<file path="config.mk">
export PLATFORM = sky130hd
export DESIGN_NAME = incr_arbiter
export DESIGN_NICKNAME = d
export VERILOG_FILES = /design/src/rtl/incr_arbiter_pkg.sv /design/src/rtl/incr_arbiter_rr_picker.sv /design/src/rtl/incr_arbiter.sv
export SDC_FILE = /design/constraint.sdc
export NUM_CORES = 1
export LEC_CHECK = 0
export ABC_AREA = 1
export CORE_MARGIN = 5
export CORE_UTILIZATION = 35
export CTS_BUF_LIST = sky130_fd_sc_hd__clkbuf_8
export DETAILED_ROUTE_END_ITERATION = 8
export PLACE_DENSITY = 0.61
export SLEW_MARGIN = 40
export SYNTH_ARGS = -nofsm -noshare
export SYNTH_HDL_FRONTEND = slang
export SYNTH_HIERARCHICAL = 1
export SYNTH_SLANG_ARGS = --single-unit
</file>
<file path="constraint.sdc">
create_clock -name CLK_I -period 2.45 [get_ports CLK_I]
set_input_delay 0.49 -clock CLK_I [delete_from_list [all_inputs] [get_ports CLK_I]]
set_output_delay 0.49 -clock CLK_I [all_outputs]
set_load 0.03 [all_outputs]
</file>
<file path="src/rtl/incr_arbiter_pkg.sv">
// +----------------------------------------------------------------------------+
// | incr_arbiter_pkg : state encodings and default sizes for incr_arbiter       |
// | Revision: 1.0                                                              |
// +----------------------------------------------------------------------------+
`default_nettype none

package incr_arbiter_pkg;

   localparam int P_N_DEF = 4;
   localparam int P_W_DEF = 8;

   typedef enum logic [1:0] {
      ST_IDLE = 2'd0,
      ST_CALC = 2'd1,
      ST_OUT  = 2'd2
   } state_e;

endpackage : incr_arbiter_pkg

`default_nettype wire

</file>
<file path="src/rtl/incr_arbiter_rr_picker.sv">
// +----------------------------------------------------------------------------+
// | rr_picker : combinational round-robin pick, searching upward from ptr_i    |
// | Revision: 1.0                                                              |
// +----------------------------------------------------------------------------+
`default_nettype none

module rr_picker
   import incr_arbiter_pkg::*;
#(
   parameter int P_N   = P_N_DEF,
   parameter int P_IDW = 2
) (
   input  logic [P_N-1:0]   req_i,
   input  logic [P_IDW-1:0] ptr_i,
   output logic [P_N-1:0]   gnt_o,
   output logic [P_IDW-1:0] idx_o,
   output logic             any_o
);

   logic [P_IDW-1:0] w_cand;

   // Index arithmetic wraps naturally because P_N is a power of two.
   always_comb begin
      gnt_o  = '0;
      idx_o  = '0;
      any_o  = 1'b0;
      w_cand = '0;
      for (int i = 0; i < P_N; i++) begin
         w_cand = ptr_i + P_IDW'(i);
         if (!any_o && req_i[w_cand]) begin
            any_o         = 1'b1;
            idx_o         = w_cand;
            gnt_o[w_cand] = 1'b1;
         end
      end
   end

endmodule : rr_picker

`default_nettype wire

</file>
<file path="src/rtl/incr_arbiter.sv">
// +----------------------------------------------------------------------------+
// | incr_arbiter : round-robin shared registered incrementer with overflow     |
// | Build option: INCR_ARB_SAT_EN saturates RESULT_O on overflow instead of    |
// | wrapping to zero.                                                          |
// | Revision: 1.0                                                              |
// +----------------------------------------------------------------------------+
`default_nettype none

module incr_arbiter
   import incr_arbiter_pkg::*;
#(
   parameter int P_N   = P_N_DEF,
   parameter int P_W   = P_W_DEF,
   parameter int P_IDW = 2
) (
   input  logic             CLK_I,
   input  logic             RST_X,
   input  logic [P_N-1:0]   REQ_I,
   input  logic [P_N*P_W-1:0] DATA_I,
   output logic [P_N-1:0]   GNT_O,
   output logic [P_W-1:0]   RESULT_O,
   output logic [P_IDW-1:0] RESULT_ID_O,
   output logic             OVF_O,
   output logic             RESULT_VLD_O,
   input  logic             RESULT_RDY_I
);

   state_e           state_q, state_d;
   logic [P_IDW-1:0] ptr_q, ptr_d;
   logic [P_N-1:0]   gnt_q, gnt_d;
   logic [P_W-1:0]   op_q, op_d;
   logic [P_IDW-1:0] id_q, id_d;
   logic [P_W-1:0]   result_q, result_d;
   logic [P_IDW-1:0] rid_q, rid_d;
   logic             ovf_q, ovf_d;
   logic             vld_q, vld_d;

   logic [P_N-1:0]   w_pick_gnt;
   logic [P_IDW-1:0] w_pick_idx;
   logic             w_pick_any;
   logic [P_W-1:0]   w_pick_op;
   logic [P_W:0]     w_sum;
   logic [P_W-1:0]   w_res;

   rr_picker #(
      .P_N   (P_N),
      .P_IDW (P_IDW)
   ) u_picker (
      .req_i (REQ_I),
      .ptr_i (ptr_q),
      .gnt_o (w_pick_gnt),
      .idx_o (w_pick_idx),
      .any_o (w_pick_any)
   );

   always_comb begin
      w_pick_op = '0;
      for (int i = 0; i < P_N; i++) begin
         if (w_pick_gnt[i]) begin
            w_pick_op = DATA_I[i*P_W +: P_W];
         end
      end
   end

   assign w_sum = {1'b0, op_q} + {{P_W{1'b0}}, 1'b1};

`ifdef INCR_ARB_SAT_EN
   assign w_res = w_sum[P_W] ? {P_W{1'b1}} : w_sum[P_W-1:0];
`else
   assign w_res = w_sum[P_W-1:0];
`endif

   always_comb begin
      state_d  = state_q;
      ptr_d    = ptr_q;
      gnt_d    = '0;
      op_d     = op_q;
      id_d     = id_q;
      result_d = result_q;
      rid_d    = rid_q;
      ovf_d    = ovf_q;
      vld_d    = vld_q;
      case (state_q)
         ST_IDLE: begin
            if (w_pick_any) begin
               gnt_d   = w_pick_gnt;
               op_d    = w_pick_op;
               id_d    = w_pick_idx;
               state_d = ST_CALC;
            end
         end
         ST_CALC: begin
            result_d = w_res;
            ovf_d    = w_sum[P_W];
            rid_d    = id_q;
            vld_d    = 1'b1;
            state_d  = ST_OUT;
         end
         ST_OUT: begin
            if (RESULT_RDY_I) begin
               vld_d   = 1'b0;
               ptr_d   = id_q + P_IDW'(1);
               state_d = ST_IDLE;
            end
         end
         default: begin
            vld_d   = 1'b0;
            state_d = ST_IDLE;
         end
      endcase
   end

   always_ff @(posedge CLK_I or negedge RST_X) begin
      if (!RST_X) begin
         state_q  <= ST_IDLE;
         ptr_q    <= '0;
         gnt_q    <= '0;
         op_q     <= '0;
         id_q     <= '0;
         result_q <= '0;
         rid_q    <= '0;
         ovf_q    <= 1'b0;
         vld_q    <= 1'b0;
      end else begin
         state_q  <= state_d;
         ptr_q    <= ptr_d;
         gnt_q    <= gnt_d;
         op_q     <= op_d;
         id_q     <= id_d;
         result_q <= result_d;
         rid_q    <= rid_d;
         ovf_q    <= ovf_d;
         vld_q    <= vld_d;
      end
   end

   assign GNT_O        = gnt_q;
   assign RESULT_O     = result_q;
   assign RESULT_ID_O  = rid_q;
   assign OVF_O        = ovf_q;
   assign RESULT_VLD_O = vld_q;

endmodule : incr_arbiter

`default_nettype wire

</file>
# Yosys cells after proc, flatten, opt, wreduce, memory -nomap -nowiden
# Index checks and enable logic that the tools add are counted.
# word_totals
reg_bits,30
input_bits,39
output_inout_bits,16
wordCells,84
# classes
n_addsub,5
order_cmp,8
eq_ne,4
n_mux,39
n_bitwise,4
reduce_logical,15
# op_table
op,count
two-way mux 8 bit,4
two-way mux 4 bit,6
two-way mux 1 bit,13
< comparator 2 x 3 -> 1 bit (second input constant),4
two-way mux 2 bit,6
OR 4 bit,3
adder 8 x 1 -> 9 bit (second input constant),1
binary-select mux 1 bit (select 2 bit),4
demux 1 bit (select 2 bit),4
>= comparator 2 x 1 -> 1 bit (second input constant),4
AND reduction 2 bit,4
logical AND 1 bit,7
one-hot mux 2 bit (3 select lines),1
adder 2 x 1 -> 2 bit (second input constant),2
adder 2 bit (second input constant),2
zero test 1 bit,3
one-hot mux 1 bit (3 select lines),1
equality test 2 x 1 -> 1 bit (second input constant),1
equality test 2 bit (second input constant),1
zero test 2 bit,1
inequality test 2 x 1 -> 1 bit (second input constant),1
inequality test 2 bit (second input constant),1
inverter 1 bit,1

# Longest topological paths before layout
# Gate-level depths: netlist of run 1.
# depth
word_depth,16
ltp_mapped,15
mapped_depth_nobuf,14

# By module
# The synthesis of run 1 kept the hierarchy.
# modules_own_cells
mod,instances,cells_per_inst,area_each_um2,seq_area_each_um2
incr_arbiter,1,203,1549.0,750.7
rr_picker,1,74,440.4,0.0

# Worst setup path after synthesis of run 1
# OpenSTA, ideal clock, no wires.
# synth_path
path_kind,reg2reg
from,register ptr_q[0]
to,register op_q[0]
setup_ps,116
t_arrival_ps,2171
t_required_ps,2334
setup_slack_ps,162
path_stages_with_launch,14
n_path_buf,1
period_less_slack_ps,2288
cell_sequence,dfrtp_1 -> inv_2 -> ha_1 -> inv_1 -> nand3_1 -> nand2_1 -> nor2_1 -> a21oi_1 -> nand3_1 -> buf_4 -> inv_1 -> or2_2 -> nand3_1 -> nand2_1
# synth_between
word_cells_on_any_way,53
classes_between,add/sub: 3; order compare: 8; mux: 28; bitwise: 3; reduce/logical: 11
# synth_rtl
element,line_no,rtl
"start, declared",incr_arbiter.sv:29,"logic [P_IDW-1:0] ptr_q, ptr_d;"
"start signal, assigned",incr_arbiter.sv:126,ptr_q <= ptr_d;
"parallel branches: the longest is 11 deep, another holds < comparator 2 x 3 -> 1 bit",n/a,
two-way mux 4 bit *,incr_arbiter_rr_picker.sv:30,if (!any_o && req_i[w_cand]) begin
via w_pick_gnt[2],incr_arbiter.sv:38,logic [P_N-1:0] w_pick_gnt;
two-way mux 8 bit * (2 in series),incr_arbiter.sv:59,if (w_pick_gnt[i]) begin
"end signal, assigned",incr_arbiter.sv:128,op_q <= op_d;
"end, declared",incr_arbiter.sv:31,"logic [P_W-1:0] op_q, op_d;"
# Mark *: on every way through the listed nets, which the timed path passes. The select of a mux whose other input is x is not followed.
# A chain may end at the register's enable or synchronous reset.

# Worst setup path in the final report of run 1
# layout_path
from,input port REQ_I[3]
to,register op_q[5]
# layout_between
word_cells_on_any_way,30
classes_between,mux: 20; bitwise: 3; reduce/logical: 7
# layout_rtl
element,line_no,rtl
"start, declared",incr_arbiter.sv:18,"input logic [P_N-1:0] REQ_I,"
binary-select mux 1 bit (select 2 bit),incr_arbiter_rr_picker.sv:30,
two-way mux 1 bit (not written as such),incr_arbiter_rr_picker.sv:30,
two-way mux 1 bit,incr_arbiter_rr_picker.sv:30,
zero test 1 bit,incr_arbiter_rr_picker.sv:30,
logical AND 1 bit,incr_arbiter_rr_picker.sv:30,
two-way mux 1 bit,incr_arbiter_rr_picker.sv:30,
zero test 1 bit,incr_arbiter_rr_picker.sv:30,
logical AND 1 bit,incr_arbiter_rr_picker.sv:30,
two-way mux 1 bit,incr_arbiter_rr_picker.sv:30,
zero test 1 bit,incr_arbiter_rr_picker.sv:30,
logical AND 1 bit,incr_arbiter_rr_picker.sv:30,
two-way mux 4 bit *,incr_arbiter_rr_picker.sv:30,
via w_pick_gnt[2],incr_arbiter.sv:38,
two-way mux 8 bit * (2 in series),incr_arbiter.sv:59,
# The timed path passes the listed nets; every way through them passes the cells marked *. The select of a mux whose other input is x is not followed.

==> impl_metrics.json, run 1 <==
{
  "fin_skew_ns": 0.00347,
  "die_w_um": 85.4,
  "synthTopCellsByArea": "dfrtp_1 (38%), nand2_1 (17%), nand3_1 (7.3%)",
  "synth_nets": 322,
  "cp_max_fo": 13,
  "via_count": 1930,
  "via_per_inst": 4.62,
  "rsz0062_at_grt": "false",
  "cp_num_buf_inv": 3,
  "grt_pass1_wl_mm": 8.52,
  "yosysSeqAreaShare_pct": 37.7,
  "worstSetupPathType": "in -> reg",
  "globalRouteMet1Util_pct": 20.1,
  "grt.overflow.total": 0,
  "fin_crit_ns": 2.17,
  "synth_area_um2": 1990,
  "cts.path.max_buffers": 2,
  "synth-edff-count": 0,
  "dieArea_um2": 7290,
  "drc": 0,
  "final_max_slew_viol_count": 0,
  "crit_required_ns": 2.63,
  "clk_pin_slew_ns": 0.06,
  "critPathSlowestCell": "clkdlybuf4s50_1",
  "grt_max_degree": 31,
  "use_met3_pct": 3.20,
  "nets": 390,
  "timing.final.ws_setup_ns": 0.282,
  "netlist_instances": 277,
  "grt_pass1_vias": 1857,
  "status": "finished, final reports clean",
  "fillerInstances": 563,
  "ys_warn_count": 6,
  "synth_top_area_share_pct": 37.7,
  "max_freq_ghz": 0.461,
  "finalCritPeriodShare_pct": 88.5,
  "final_cell_mix": "nand2_1 (90), clkdlybuf4s50_1 (54), dfrtp_1 (30)",
  "final_common_cell": "nand2_1",
  "gp_congestion": 0.845,
  "antenna_found_initial": 0,
  "cts_sinks": 30,
  "relSlewSlack_pct": 75.5,
  "async_reset_ff_share_pct": 100,
  "crit_path_max_incr_delay_ns": 0.43,
  "dp_hpwl_mm": 3.98,
  "port_buffers": 54,
  "critical_path_arrival_ns": 2.35,
  "synth-main-ff-cell": "dfrtp_1",
  "cts_setup_buffers": 0,
  "ir_drop_uv": 595,
  "cp-end-kind": "flip-flop",
  "p_total_uw": 3950,
  "wl_per_cell_um": 12.0,
  "synth_top_area_cell": "dfrtp_1",
  "dp_worst_setup_slack_ns": -0.0109,
  "ys_ff_latch": 30,
  "holdBufCountCts": 0,
  "cts-root-buf": "clkbuf_8",
  "die_h_um": 85.4,
  "rows": 27,
  "gr-usage-met2_pct": 21.8,
  "crit_family": "simple AND/OR/NAND/NOR gates",
  "start_util_pct": 36.1,
  "grt_usage_pct": 14.4,
  "syn_avg_cell_area_um2": 7.18,
  "synth_cell_types": 25,
  "grt-busiest-layer": "met2",
  "numCtsBuffers": 5,
  "area_delta_synth_final_pct": 39.7,
  "ant_nets": 0,
  "io_pins": 55,
  "cts_tree": "done",
  "wl_mm": 5.03,
  "drtIter0Drc": 50,
  "power_density_nw_per_um2": 1420,
  "setup_viol": 0,
  "hold_viol": 0,
  "firstDrtPassIters": 4,
  "layout-drive-gt1-share_pct": 15.3,
  "cap_violations": 0,
  "antennaDiodeCount": 0,
  "tightest_slew_ns": 0.368,
  "core_area_um2": 5510,
  "cts_max_level": 2,
  "hold_class": "reg -> reg",
  "crit_chain": "clkdlybuf4s50_1, inv_1, nand2_1, nand3_4, nand2_4, nor2_4, nand4_1, nand3_1, inv_1, or2_2, nand3_1, nand2_1",
  "start_kind": "input pin",
  "insertion_delay_ns": 0.29,
  "leakagePower_uw": 0.00131
}
[worst paths after layout]
path	startpoint	to	slack, ns	depth (start not counted)
min in group asynchronous	RST_X	GNT_O[1]$_DFF_PN0_	0.59	2
max in group asynchronous	RST_X	RESULT_O[4]$_DFFE_PN0P_	1.59	2
min	RESULT_O[1]$_DFFE_PN0P_	RESULT_O[1]$_DFFE_PN0P_	0.47	2
max	REQ_I[3]	op_q[5]$_DFFE_PN0P_	0.28	12
max reg2reg	ptr_q[1]$_DFFE_PN0P_	op_q[5]$_DFFE_PN0P_	0.28	12
min reg2reg	RESULT_O[1]$_DFFE_PN0P_	RESULT_O[1]$_DFFE_PN0P_	0.47	2
[synth_stat cells (3+ instances only)]
library cell and n:
nor2_4 4, o21ai_1 7, inv_1 26, o21ai_0 5, a21oi_1 16, or2_2 9, nor2_1 17, ha_1 6
a21boi_0 4, nand3_1 29, inv_2 4, o21ai_2 3, nand2_1 90, nand2_2 7, nand4_1 8, dfrtp_1 30
[power by group]
part / switching, uW / internal (uW)
Sequential: 172 / 726
Combinational: 1570 / 997
Clock: 188 / 299
Total: 1930 / 2020
[tightest hold or removal path: stages, from the launching register on]
cell,delay (ns)
dfrtp_1,0.34
nand2_1,0.05
nand2_1,0.04
[timing repair]
item,in CTS,in global routing
gates resized for setup,0,1
hold endpoints to repair,0,0
endpoints found under the setup margin,0,2
[flip-flops by register name, indices dropped and copies added, names as in the netlist]
name          flops
RESULT_VLD_O      1
ptr_q             2
op_q              8
id_q              2
RESULT_O          8
OVF_O             1
state_q           2
RESULT_ID_O       2
GNT_O             4
[per-stage QoR]
step	setup TNS (ns)	util [%]	hold slack (ns)	instances	area [um2]
detailed placement	-0.0249	48.4	0.460	410	2670
floorplan	0	-	0.194	277	1990
finish	0	50.5	0.471	418	2780
global placement	-0.00117	48.4	0.455	410	2670
CTS	0	50.4	0.476	418	2780
global route	0	50.5	0.511	418	2780
[final cells by class]
cell class                      count  area [um2]  area share [%]
Clock buffer                        5        68.8            2.48
Clock inverter                      3        40.0            1.44
Inverter                           30         113            4.05
Multi-Input combinational cell    213        1090            39.4
Sequential cell                    30         751            27.0
Tap cell                           72        90.1            3.24
Timing Repair Buffer               65         623            22.4
[per-layer routing]
layer	vias to the layer above	share of wire [%]
met5	-	0
met4	0	1.6
met3	8	5.5
met2	56	44
met1	841	49
li1	1025	-
[cell families (layout without fill, tap and decap cells)]
group / after synthesis / count (layout) / share of synthesized area [%]
flops: 30 / 30 / 37.7
compound gates: 36 / 36 / 10.2
xor+xnor: 1 / 1 / 0.440
fa+ha+maj: 6 / 6 / 3.77
buf+inv: 34 / 103 / 7.42
simple gates: 170 / 170 / 40.4
Note: power is estimated with default switching activity, not from simulation.
==> run 2, diff against run 1 <==
--- a/config.mk
+++ b/config.mk
@@ -6,6 +6,7 @@
 export NUM_CORES = 1
 export LEC_CHECK = 0
 export ABC_AREA = 1
+export CAP_MARGIN = 30
 export CORE_MARGIN = 5
 export CORE_UTILIZATION = 35
 export CTS_BUF_LIST = sky130_fd_sc_hd__clkbuf_8
==> results of run 2 <==
Final layout, timing and power as in run 1 (identical DEF).
